[config.mk]
export PLATFORM = sky130hd
export DESIGN_NAME = alu_seq_control_flat
export DESIGN_NICKNAME = d
export VERILOG_FILES = /design/src/rtl/alu_seq_control_if.sv /design/src/rtl/alu_seq_control.sv /design/src/flat_wrapper.sv
export SDC_FILE = /design/constraint.sdc
export NUM_CORES = 1
export LEC_CHECK = 0
export ABC_CLOCK_PERIOD_IN_PS = 2350
export BUFFER_PORTS_ARGS = -buffer_cell sky130_fd_sc_hd__buf_2
export CORE_MARGIN = 1.5
export CORE_UTILIZATION = 40
export DETAILED_ROUTE_END_ITERATION = 6
export PLACE_DENSITY = 0.75
export SYNTH_ARGS = -nofsm -noshare
export SYNTH_HDL_FRONTEND = slang
export SYNTH_SLANG_ARGS = --single-unit
export TNS_END_PERCENT = 5
[constraint.sdc]
create_clock -name Clock -period 2.35 [get_ports Clock]
set_clock_uncertainty 0.05 [all_clocks]
set_input_delay 0.235 -clock Clock [delete_from_list [all_inputs] [get_ports Clock]]
set_output_delay 0.235 -clock Clock [all_outputs]
set_load 0.005 [all_outputs]
[src/rtl/alu_seq_control_if.sv]
// Sequencer-to-datapath bundle: memory handshake, instruction register and every
// strobe the hardwired controller drives into the bus datapath.
interface alu_seq_control_if #(
  parameter int CNT_W = 16
);
  logic             Start;
  logic             Stop;
  logic             MemReady;
  logic [31:0]      IR;
  logic             PCout, Zlowout, ZHighout, MDRout;
  logic             MARin, PCin, MDRin, IRin, Yin, Zin, HIin, LOin;
  logic             IncPC, Read;
  logic             Gra, Grb, Grc, Rin, Rout, BAout;
  logic [4:0]       ALUop;
  logic             Run, Done, Illegal;
  logic [CNT_W-1:0] InstrCount;

  modport master (
    input  Start, Stop, MemReady, IR,
    output PCout, Zlowout, ZHighout, MDRout,
    output MARin, PCin, MDRin, IRin, Yin, Zin, HIin, LOin,
    output IncPC, Read, Gra, Grb, Grc, Rin, Rout, BAout,
    output ALUop, Run, Done, Illegal, InstrCount
  );

  modport slave (
    output Start, Stop, MemReady, IR,
    input  PCout, Zlowout, ZHighout, MDRout,
    input  MARin, PCin, MDRin, IRin, Yin, Zin, HIin, LOin,
    input  IncPC, Read, Gra, Grb, Grc, Rin, Rout, BAout,
    input  ALUop, Run, Done, Illegal, InstrCount
  );
endinterface

[src/rtl/alu_seq_control.sv]
// Hardwired T-state control sequencer: fetches over a memory handshake, decodes
// IR[31:27] and steps ALU, unary and HI/LO mul/div instructions through the datapath.
module alu_seq_control #(
  parameter int CNT_W = 16
) (
  input logic               Clock,
  input logic               Clear,
  alu_seq_control_if.master bus
);

  typedef enum logic [3:0] {
    S_IDLE, S_T0, S_T1, S_T2, S_T3, S_T4, S_T5, S_T6, S_HALT
  } state_e;

  typedef enum logic [2:0] {
    K_ALU, K_MD, K_UNARY, K_HALT, K_ILLEGAL
  } kind_e;

  function automatic kind_e classify(input logic [4:0] op);
    case (op)
      5'b00011, 5'b00100, 5'b00101, 5'b00110, 5'b00111,
      5'b01000, 5'b01001, 5'b01010, 5'b01011: return K_ALU;
      5'b01110, 5'b01111:                     return K_MD;
      5'b10000, 5'b10001:                     return K_UNARY;
      5'b11011:                               return K_HALT;
      default:                                return K_ILLEGAL;
    endcase
  endfunction

  state_e           state_q, state_d;
  logic [4:0]       op_q, op_d;
  logic [CNT_W-1:0] cnt_q, cnt_d;
  logic             done_c;
  logic [4:0]       opc;
  logic             unused_ir;
  state_e           exit_st;

  assign opc       = bus.IR[31:27];
  assign unused_ir = ^bus.IR[26:0];
  // Retirement exit: Stop outranks Start, and dropping Start also parks in IDLE.
  assign exit_st   = (bus.Stop || !bus.Start) ? S_IDLE : S_T0;

  always_ff @(posedge Clock or posedge Clear) begin
    if (Clear) begin
      state_q <= S_IDLE;
      op_q    <= '0;
      cnt_q   <= '0;
    end else begin
      state_q <= state_d;
      op_q    <= op_d;
      cnt_q   <= cnt_d;
    end
  end

  always_comb begin
    state_d      = state_q;
    op_d         = op_q;
    done_c       = 1'b0;
    bus.PCout    = 1'b0;
    bus.Zlowout  = 1'b0;
    bus.ZHighout = 1'b0;
    bus.MDRout   = 1'b0;
    bus.MARin    = 1'b0;
    bus.PCin     = 1'b0;
    bus.MDRin    = 1'b0;
    bus.IRin     = 1'b0;
    bus.Yin      = 1'b0;
    bus.Zin      = 1'b0;
    bus.HIin     = 1'b0;
    bus.LOin     = 1'b0;
    bus.IncPC    = 1'b0;
    bus.Read     = 1'b0;
    bus.Gra      = 1'b0;
    bus.Grb      = 1'b0;
    bus.Grc      = 1'b0;
    bus.Rin      = 1'b0;
    bus.Rout     = 1'b0;
    bus.ALUop    = 5'd0;
    bus.Illegal  = 1'b0;
    case (state_q)
      S_IDLE: if (bus.Start) state_d = S_T0;
      S_T0: begin
        bus.PCout = 1'b1;
        bus.MARin = 1'b1;
        bus.IncPC = 1'b1;
        bus.Zin   = 1'b1;
        state_d   = S_T1;
      end
      // The incremented PC in Z is written back only on the cycle memory answers.
      S_T1: begin
        bus.Read  = 1'b1;
        bus.MDRin = 1'b1;
        if (bus.MemReady) begin
          bus.Zlowout = 1'b1;
          bus.PCin    = 1'b1;
          state_d     = S_T2;
        end
      end
      S_T2: begin
        bus.MDRout = 1'b1;
        bus.IRin   = 1'b1;
        state_d    = S_T3;
      end
      S_T3: begin
        op_d = opc;
        case (classify(opc))
          K_ALU, K_MD: begin
            bus.Grb  = 1'b1;
            bus.Rout = 1'b1;
            bus.Yin  = 1'b1;
            state_d  = S_T4;
          end
          K_UNARY: begin
            bus.Grb   = 1'b1;
            bus.Rout  = 1'b1;
            bus.Zin   = 1'b1;
            bus.ALUop = opc;
            state_d   = S_T5;
          end
          K_HALT: begin
            done_c  = 1'b1;
            state_d = S_HALT;
          end
          default: begin
            bus.Illegal = 1'b1;
            state_d     = bus.Stop ? S_IDLE : S_T0;
          end
        endcase
      end
      S_T4: begin
        bus.Grc   = 1'b1;
        bus.Rout  = 1'b1;
        bus.ALUop = op_q;
        bus.Zin   = 1'b1;
        state_d   = S_T5;
      end
      S_T5: begin
        bus.Zlowout = 1'b1;
        if (classify(op_q) == K_MD) begin
          bus.LOin = 1'b1;
          state_d  = S_T6;
        end else begin
          bus.Gra = 1'b1;
          bus.Rin = 1'b1;
          done_c  = 1'b1;
          state_d = exit_st;
        end
      end
      S_T6: begin
        bus.ZHighout = 1'b1;
        bus.HIin     = 1'b1;
        done_c       = 1'b1;
        state_d      = exit_st;
      end
      S_HALT: state_d = S_HALT;
      default: state_d = S_IDLE;
    endcase
    cnt_d = cnt_q + CNT_W'(done_c);
  end

  assign bus.Done       = done_c;
  assign bus.BAout      = 1'b0;
  assign bus.Run        = (state_q != S_IDLE) && (state_q != S_HALT);
  assign bus.InstrCount = cnt_q;

endmodule
[src/flat_wrapper.sv]
// flat-port wrapper written by rule: the top's interface ports become plain ports
module alu_seq_control_flat 
#(
  parameter int CNT_W = 16
)
  (Clock, Clear, bus_Start, bus_Stop, bus_MemReady, bus_IR, bus_PCout, bus_Zlowout, bus_ZHighout, bus_MDRout, bus_MARin, bus_PCin, bus_MDRin, bus_IRin, bus_Yin, bus_Zin, bus_HIin, bus_LOin, bus_IncPC, bus_Read, bus_Gra, bus_Grb, bus_Grc, bus_Rin, bus_Rout, bus_BAout, bus_ALUop, bus_Run, bus_Done, bus_Illegal, bus_InstrCount);
  alu_seq_control_if #(.CNT_W(CNT_W)) bus_i ();
  input logic Clock;
  input logic Clear;
  input wire logic [$bits(bus_i.Start)-1:0] bus_Start;
  input wire logic [$bits(bus_i.Stop)-1:0] bus_Stop;
  input wire logic [$bits(bus_i.MemReady)-1:0] bus_MemReady;
  input wire logic [$bits(bus_i.IR)-1:0] bus_IR;
  output wire logic [$bits(bus_i.PCout)-1:0] bus_PCout;
  output wire logic [$bits(bus_i.Zlowout)-1:0] bus_Zlowout;
  output wire logic [$bits(bus_i.ZHighout)-1:0] bus_ZHighout;
  output wire logic [$bits(bus_i.MDRout)-1:0] bus_MDRout;
  output wire logic [$bits(bus_i.MARin)-1:0] bus_MARin;
  output wire logic [$bits(bus_i.PCin)-1:0] bus_PCin;
  output wire logic [$bits(bus_i.MDRin)-1:0] bus_MDRin;
  output wire logic [$bits(bus_i.IRin)-1:0] bus_IRin;
  output wire logic [$bits(bus_i.Yin)-1:0] bus_Yin;
  output wire logic [$bits(bus_i.Zin)-1:0] bus_Zin;
  output wire logic [$bits(bus_i.HIin)-1:0] bus_HIin;
  output wire logic [$bits(bus_i.LOin)-1:0] bus_LOin;
  output wire logic [$bits(bus_i.IncPC)-1:0] bus_IncPC;
  output wire logic [$bits(bus_i.Read)-1:0] bus_Read;
  output wire logic [$bits(bus_i.Gra)-1:0] bus_Gra;
  output wire logic [$bits(bus_i.Grb)-1:0] bus_Grb;
  output wire logic [$bits(bus_i.Grc)-1:0] bus_Grc;
  output wire logic [$bits(bus_i.Rin)-1:0] bus_Rin;
  output wire logic [$bits(bus_i.Rout)-1:0] bus_Rout;
  output wire logic [$bits(bus_i.BAout)-1:0] bus_BAout;
  output wire logic [$bits(bus_i.ALUop)-1:0] bus_ALUop;
  output wire logic [$bits(bus_i.Run)-1:0] bus_Run;
  output wire logic [$bits(bus_i.Done)-1:0] bus_Done;
  output wire logic [$bits(bus_i.Illegal)-1:0] bus_Illegal;
  output wire logic [$bits(bus_i.InstrCount)-1:0] bus_InstrCount;
  assign bus_i.Start = bus_Start;
  assign bus_i.Stop = bus_Stop;
  assign bus_i.MemReady = bus_MemReady;
  assign bus_i.IR = bus_IR;
  assign bus_PCout = bus_i.PCout;
  assign bus_Zlowout = bus_i.Zlowout;
  assign bus_ZHighout = bus_i.ZHighout;
  assign bus_MDRout = bus_i.MDRout;
  assign bus_MARin = bus_i.MARin;
  assign bus_PCin = bus_i.PCin;
  assign bus_MDRin = bus_i.MDRin;
  assign bus_IRin = bus_i.IRin;
  assign bus_Yin = bus_i.Yin;
  assign bus_Zin = bus_i.Zin;
  assign bus_HIin = bus_i.HIin;
  assign bus_LOin = bus_i.LOin;
  assign bus_IncPC = bus_i.IncPC;
  assign bus_Read = bus_i.Read;
  assign bus_Gra = bus_i.Gra;
  assign bus_Grb = bus_i.Grb;
  assign bus_Grc = bus_i.Grc;
  assign bus_Rin = bus_i.Rin;
  assign bus_Rout = bus_i.Rout;
  assign bus_BAout = bus_i.BAout;
  assign bus_ALUop = bus_i.ALUop;
  assign bus_Run = bus_i.Run;
  assign bus_Done = bus_i.Done;
  assign bus_Illegal = bus_i.Illegal;
  assign bus_InstrCount = bus_i.InstrCount;
  alu_seq_control #(.CNT_W(CNT_W)) u_core (.Clock(Clock), .Clear(Clear), .bus(bus_i));
endmodule
; Word level (Yosys, flattened, before mapping)
; Memories as Yosys holds them, arrays and structs flattened.
; Index checks and enable logic that the tools add are counted.
[totals]
romBits = 192
in_bits = 37
regBits = 25
n_memories = 2
[memory_table]
columns = name, words, word_bits, rd, rd_ports_with_merged_regs, write_ports, line
row1 = (no name shown), 32, 3, 1, 0, 0, alu_seq_control.sv:20  ; case (op)
row2 = (no name shown), 32, 3, 1, 0, 0, alu_seq_control.sv:20
[classes]
n_mux = 34
n_eq_ne = 15
reduce_logical = 11
add_sub_neg = 1
[ops]
columns = op, n
row1 = $pmux 4 s9, 1
row2 = $mux 1, 21
row3 = $add 16x1->16, 1
row4 = $eq 4x3->1 const B, 4
row5 = $mux 4, 3
row6 = $pmux 4 s3, 1
row7 = $pmux 5 s2, 1
row8 = $eq 4x2->1 const B, 2
row9 = $eq 3x1->1 const B, 2
row10 = $eq 3x2->1 const B, 2
row11 = $mux 3, 2
row12 = $pmux 1 s2, 3
row13 = $mux 5, 1
row14 = $eq 4x1->1 const B, 1
row15 = $eq 4x4->1 const B, 1
row16 = $logic_not 4->1, 1
row17 = $ne 2x2->1 const B, 2
row18 = $ne 4x4->1 const B, 1
row19 = $reduce_bool 4->1, 1
row20 = $reduce_or 2->1, 2
row21 = $reduce_or 4->1, 1
row22 = $logic_not 3->1, 1
row23 = $pmux 1 s3, 1
row24 = $reduce_or 3->1, 1
row25 = other kinds (4), 4

; Logic depth before layout (Yosys ltp)
[depth]
ltp_word = 6
ltp_mapped = 11

; Least setup slack after synthesis
; OpenSTA, ideal clock, no wires.
[synth_path]
path_kind = reg2reg
start = reg u_core.state_q[0]
end = reg u_core.cnt_q[12], in the netlist u_core.bus.InstrCount[12]
slack_ns = -0.164
arrival_time_ns = 2.340
setup_time_ns = 0.123
stages_incl_launch_ff = 12
cell_sequence = dfrtp_1 > buf_6 > or4b_4 > buf_6 > nor3_4 > nor2_1 > nor2_2 > ha_1 > ha_1 > and3_1 > nand4_1 > xnor2_1
[synth_between]
elab_chain_cells = 3
word_cells_on_any_way = 5
classes_between = add/sub (1) / eq/ne (3) / mux (1)
[synth_lines]
columns = item, line
row1 = start: declaration, alu_seq_control.sv:30  ; state_e state_q, state_d;
row2 = start signal: assignment, alu_seq_control.sv:49  ; state_q <= state_d;
row3 = $eq 4x3->1, alu_seq_control.sv:80  ; case (state_q)
row4 = $pmux 1 s3 (*), alu_seq_control.sv:80
row5 = net bus_Done, flat_wrapper.sv:36  ; output wire logic [$bits(bus_i.Done)-1:0] bus_Done;
row6 = $add 16x1->16 (*), alu_seq_control.sv:158  ; cnt_d = cnt_q + CNT_W'(done_c);
row7 = net u_core.cnt_d[12], alu_seq_control.sv:32  ; logic [CNT_W-1:0] cnt_q, cnt_d;
row8 = end signal: assignment, alu_seq_control.sv:51  ; cnt_q <= cnt_d;
row9 = end: declaration, alu_seq_control.sv:32
; Mark *: on every way through the listed nets, which the timed path passes. The rest lies on a longest branch.
; A chain may end at the register's enable or synchronous reset.

; Worst setup path after layout
[layout_path]
start = reg u_core.state_q[3]
end = reg u_core.cnt_q[12], in the netlist u_core.bus.InstrCount[12]
[layout_between]
elab_chain_cells = 3
word_cells_on_any_way = 5
classes_between = add/sub (1) / eq/ne (3) / mux (1)
[layout_lines]
columns = item, line
row1 = $eq 4x3->1, alu_seq_control.sv:80
row2 = $pmux 1 s3 (*), alu_seq_control.sv:80
row3 = $add 16x1->16 (*), alu_seq_control.sv:158
row4 = net u_core.cnt_d[12], alu_seq_control.sv:32
; Marks and branches as above.

==> metrics.md <==
| Metric | Value |
|---|---|
| Outcome | finished clean |
| Most common cell in the synthesized netlist | nand2_1 |
| RD Place Congestion | 0.845 |
| Crit-path max FO | 5 |
| Post-synthesis sequential area ratio | 42.2% |
| Yosys top cell by area | dfrtp_1 |
| H-tree levels | 1 |
| Worst setup EP type | register |
| Net total in the final layout | 256 |
| Slew Viols, Final | 0 |
| CTS buffer count | 3 |
| Syn Area/Cell | 9.22 µm² |
| Place WS | 0.0172 ns |
| IO Pins | 81 |
| Min Clock Period, post-route | 2.28 ns |
| Die H | 63.9 µm |
| CTS max path bufs | 2 |
| Initial core utilization | 43.1% |
| Total clock sinks | 25 |
| Post-CTS sizing | 0 |
| Leakage Power | 0.00101 µW |
| Worst Path Arrival | 2.39 ns |
| Post-synth ARST share | 100% |
| Achievable Freq | 0.439 GHz |
| Vias in the first global route | 1,133 |
| RSZ-0062 raised after global routing | true |
| Core area | 0.00344 mm² |
| Fraction of layout cells with a size suffix above 1 | 35.8% |
| Sequential share of power | 40.3% |
| DRC | 0 |
| Combinational power share | 43.7% |
| Syn Inst Count | 161 |
| Post-synth top cells | nand2_1 (29), dfrtp_1 (25), nor2_1 (14), xnor2_1 (9), buf_4 (7) |
| Worst VDD drop | 0.301 mV |
| Post-Syn Nets | 201 |
| Switching share of power | 38.9% |
| Die area | 0.00408 mm² |
| Hold WC Path Type | input pin to register |
| CTS clk-pin slew, worst paths | 0.09 ns |
| Element type at the critical path start | register |
| Ys Warns | 0 |
| Global Route Usage Sum | 17.1% |
| Switching power of the nets | 617 µW |
| Most area-consuming cells after synthesis | dfrtp_1 (42%), nand2_1 (7.3%), xnor2_1 (5.3%) |
| Post-DP HPWL | 2510 µm |
| Pint | 967 µW |
| Placed Instance Area | 0.00181 mm² |
| Crit share post-route | 97.0% |
| Fin. Hold Viols | 0 |
| CTS root buffer | clkbuf_8 |
| Post-route setup slack | 0.0703 ns |
| Area delta synth->final | 26.6% |
| IO buf count | 52 |
| Final Instance Area | 0.00188 mm² |
| Largest net degree at the start of global routing | 26 |
| GRT Residual Overflow | 0 |
| Remaining antenna violation count after routing | 0 |
| Number of antenna violations at the first check in global routing | 0 |
| Share of the synthesized area in the top cell type | 42.2% |
| Main synth FF type | dfrtp_1 |
| Worst EP required | 2.46 ns |
| Total power | 1580 µW |
| Max-cap violations | 0 |
| CTS tree | built |
| Clock Power Share | 16.0% |
| Synth cell types | 46 |
| Antenna cells | 0 |
| Cell Rows | 21 |
| Final hold slack | 0.172 ns |
| Final Setup Violations | 0 |
| DR iter-0 viols | 108 |
| WL final | 3260 µm |
| Number of enable flip-flop cells after synthesis | 0 |
| Crit path kind | register to register |
| Clock Latency Late Sink | 0.27 ns |
| Synth Cell Area | 0.00148 mm² |
| Vias per inst | 5.08 |
| Global-route wire length before repair | 5600 µm |
| Drt pass-1 iters | 4 |
| Synth Register Bits | 25 |
| PD cells | 843 mW/mm² |
| DR vias | 1,327 |
| Drt wl/cell | 12.5 µm |
| Die Wd | 63.9 µm |
| Final TNS setup | 0 ns |
[power groups by stage]
stage               Combinational [µW]  Clock (µW)  Sequential [µW]
floorplan                          483           0              629
global placement                   682           0              640
detailed placement                 687           0              647
CTS                                692         264              638
global route                       780         287              656
finish                             693         253              638
[worst max-delay path, stage by stage, from the launching register on]
cell	delay, ns
dfrtp_1	0.38
or4b_4	0.57
nor3_4	0.15
nor2_1	0.07
nor2_2	0.15
ha_4	0.21
ha_4	0.14
and3_4	0.18
nand4_1	0.11
xnor2_1	0.15
[cells by family (layout without fill, tap and decap cells)]
family	after synthesis	count (layout)	synth area share, %
simple gates	88	88	33.6
flops	25	25	42.2
buf+inv	16	70	7.00
compound gates	14	14	6.16
xor+xnor	14	14	8.26
fa+ha+maj	3	3	2.53
other cells	1	1	0.253
[cell type report]
cell class / count / area, µm²
clock buffer: 3 / 41.3
clock inverter: 1 / 7.51
fill: 316 / 1560
inverter: 4 / 15.0
multi-input combinational: 120 / 793
sequential: 25 / 626
tap: 46 / 57.6
timing repair buffer: 62 / 338
[registers in the layout (all words and copies together), names as in the netlist]
register	cells
u_core.op_q	5
u_core.state_q	4
u_core.bus.InstrCount	16
[cell usage in the layout, fill, tap and decap left out, types with 3 or more instances in the layout]
| cell | Yosys | routed |
|---|---|---|
| a21oi_1 | 3 | 3 |
| and3_1 | 6 | 5 |
| buf_2 | 2 | 52 |
| buf_4 | 7 | 9 |
| clkbuf_8 | 0 | 3 |
| dfrtp_1 | 25 | 25 |
| inv_1 | 4 | 4 |
| nand2_1 | 29 | 29 |
| nand3_1 | 6 | 6 |
| nand4_1 | 3 | 3 |
| nor2_1 | 14 | 14 |
| nor3_1 | 5 | 5 |
| or3_1 | 3 | 3 |
| xnor2_1 | 9 | 9 |
| xor2_1 | 5 | 5 |
[stage by stage]
step           utilization [%]  instances
2_1_floorplan                -        161
3_3_place_gp              52.6        255
3_5_place_dp              52.6        255
4_1_cts                   54.3        260
5_1_grt                   54.6        261
6_report                  54.6        261
[routing by layer]
| metal | up-vias | part of all wire [%] | GRT usage [%] |
|---|---|---|---|
| met3 | 2 | 2.5 | 2.64 |
| li1 | 654 | - | - |
| met4 | 0 | 0.74 | 3.26 |
| met1 | 643 | 48 | 25.5 |
| met5 | - | 0 | 0 |
| met2 | 28 | 49 | 26.2 |
[path summary, 6_finish.rpt]
check / cells after the start / to / slack (ns) / from
min reg2reg: 1 / u_core.bus.InstrCount[15] / 0.42 / u_core.bus.InstrCount[15]
max reg2reg: 9 / u_core.bus.InstrCount[12] / 0.07 / u_core.state_q[3]
max in group asynchronous: 4 / u_core.bus.InstrCount[2] / 1.51 / Clear
min: 3 / u_core.op_q[2] / 0.17 / bus_IR[29]
max: 9 / u_core.bus.InstrCount[12] / 0.07 / u_core.state_q[3]
min in group asynchronous: 4 / u_core.bus.InstrCount[4] / 0.49 / Clear
[what timing repair did]
item / in CTS / in global routing
hold endpoints to repair: 25 / 0
endpoints found under the setup margin: 0 / 7
setup buffers: 0 / 1
hold buffers: 1 / 0
Power figures use the tool's default switching activity.
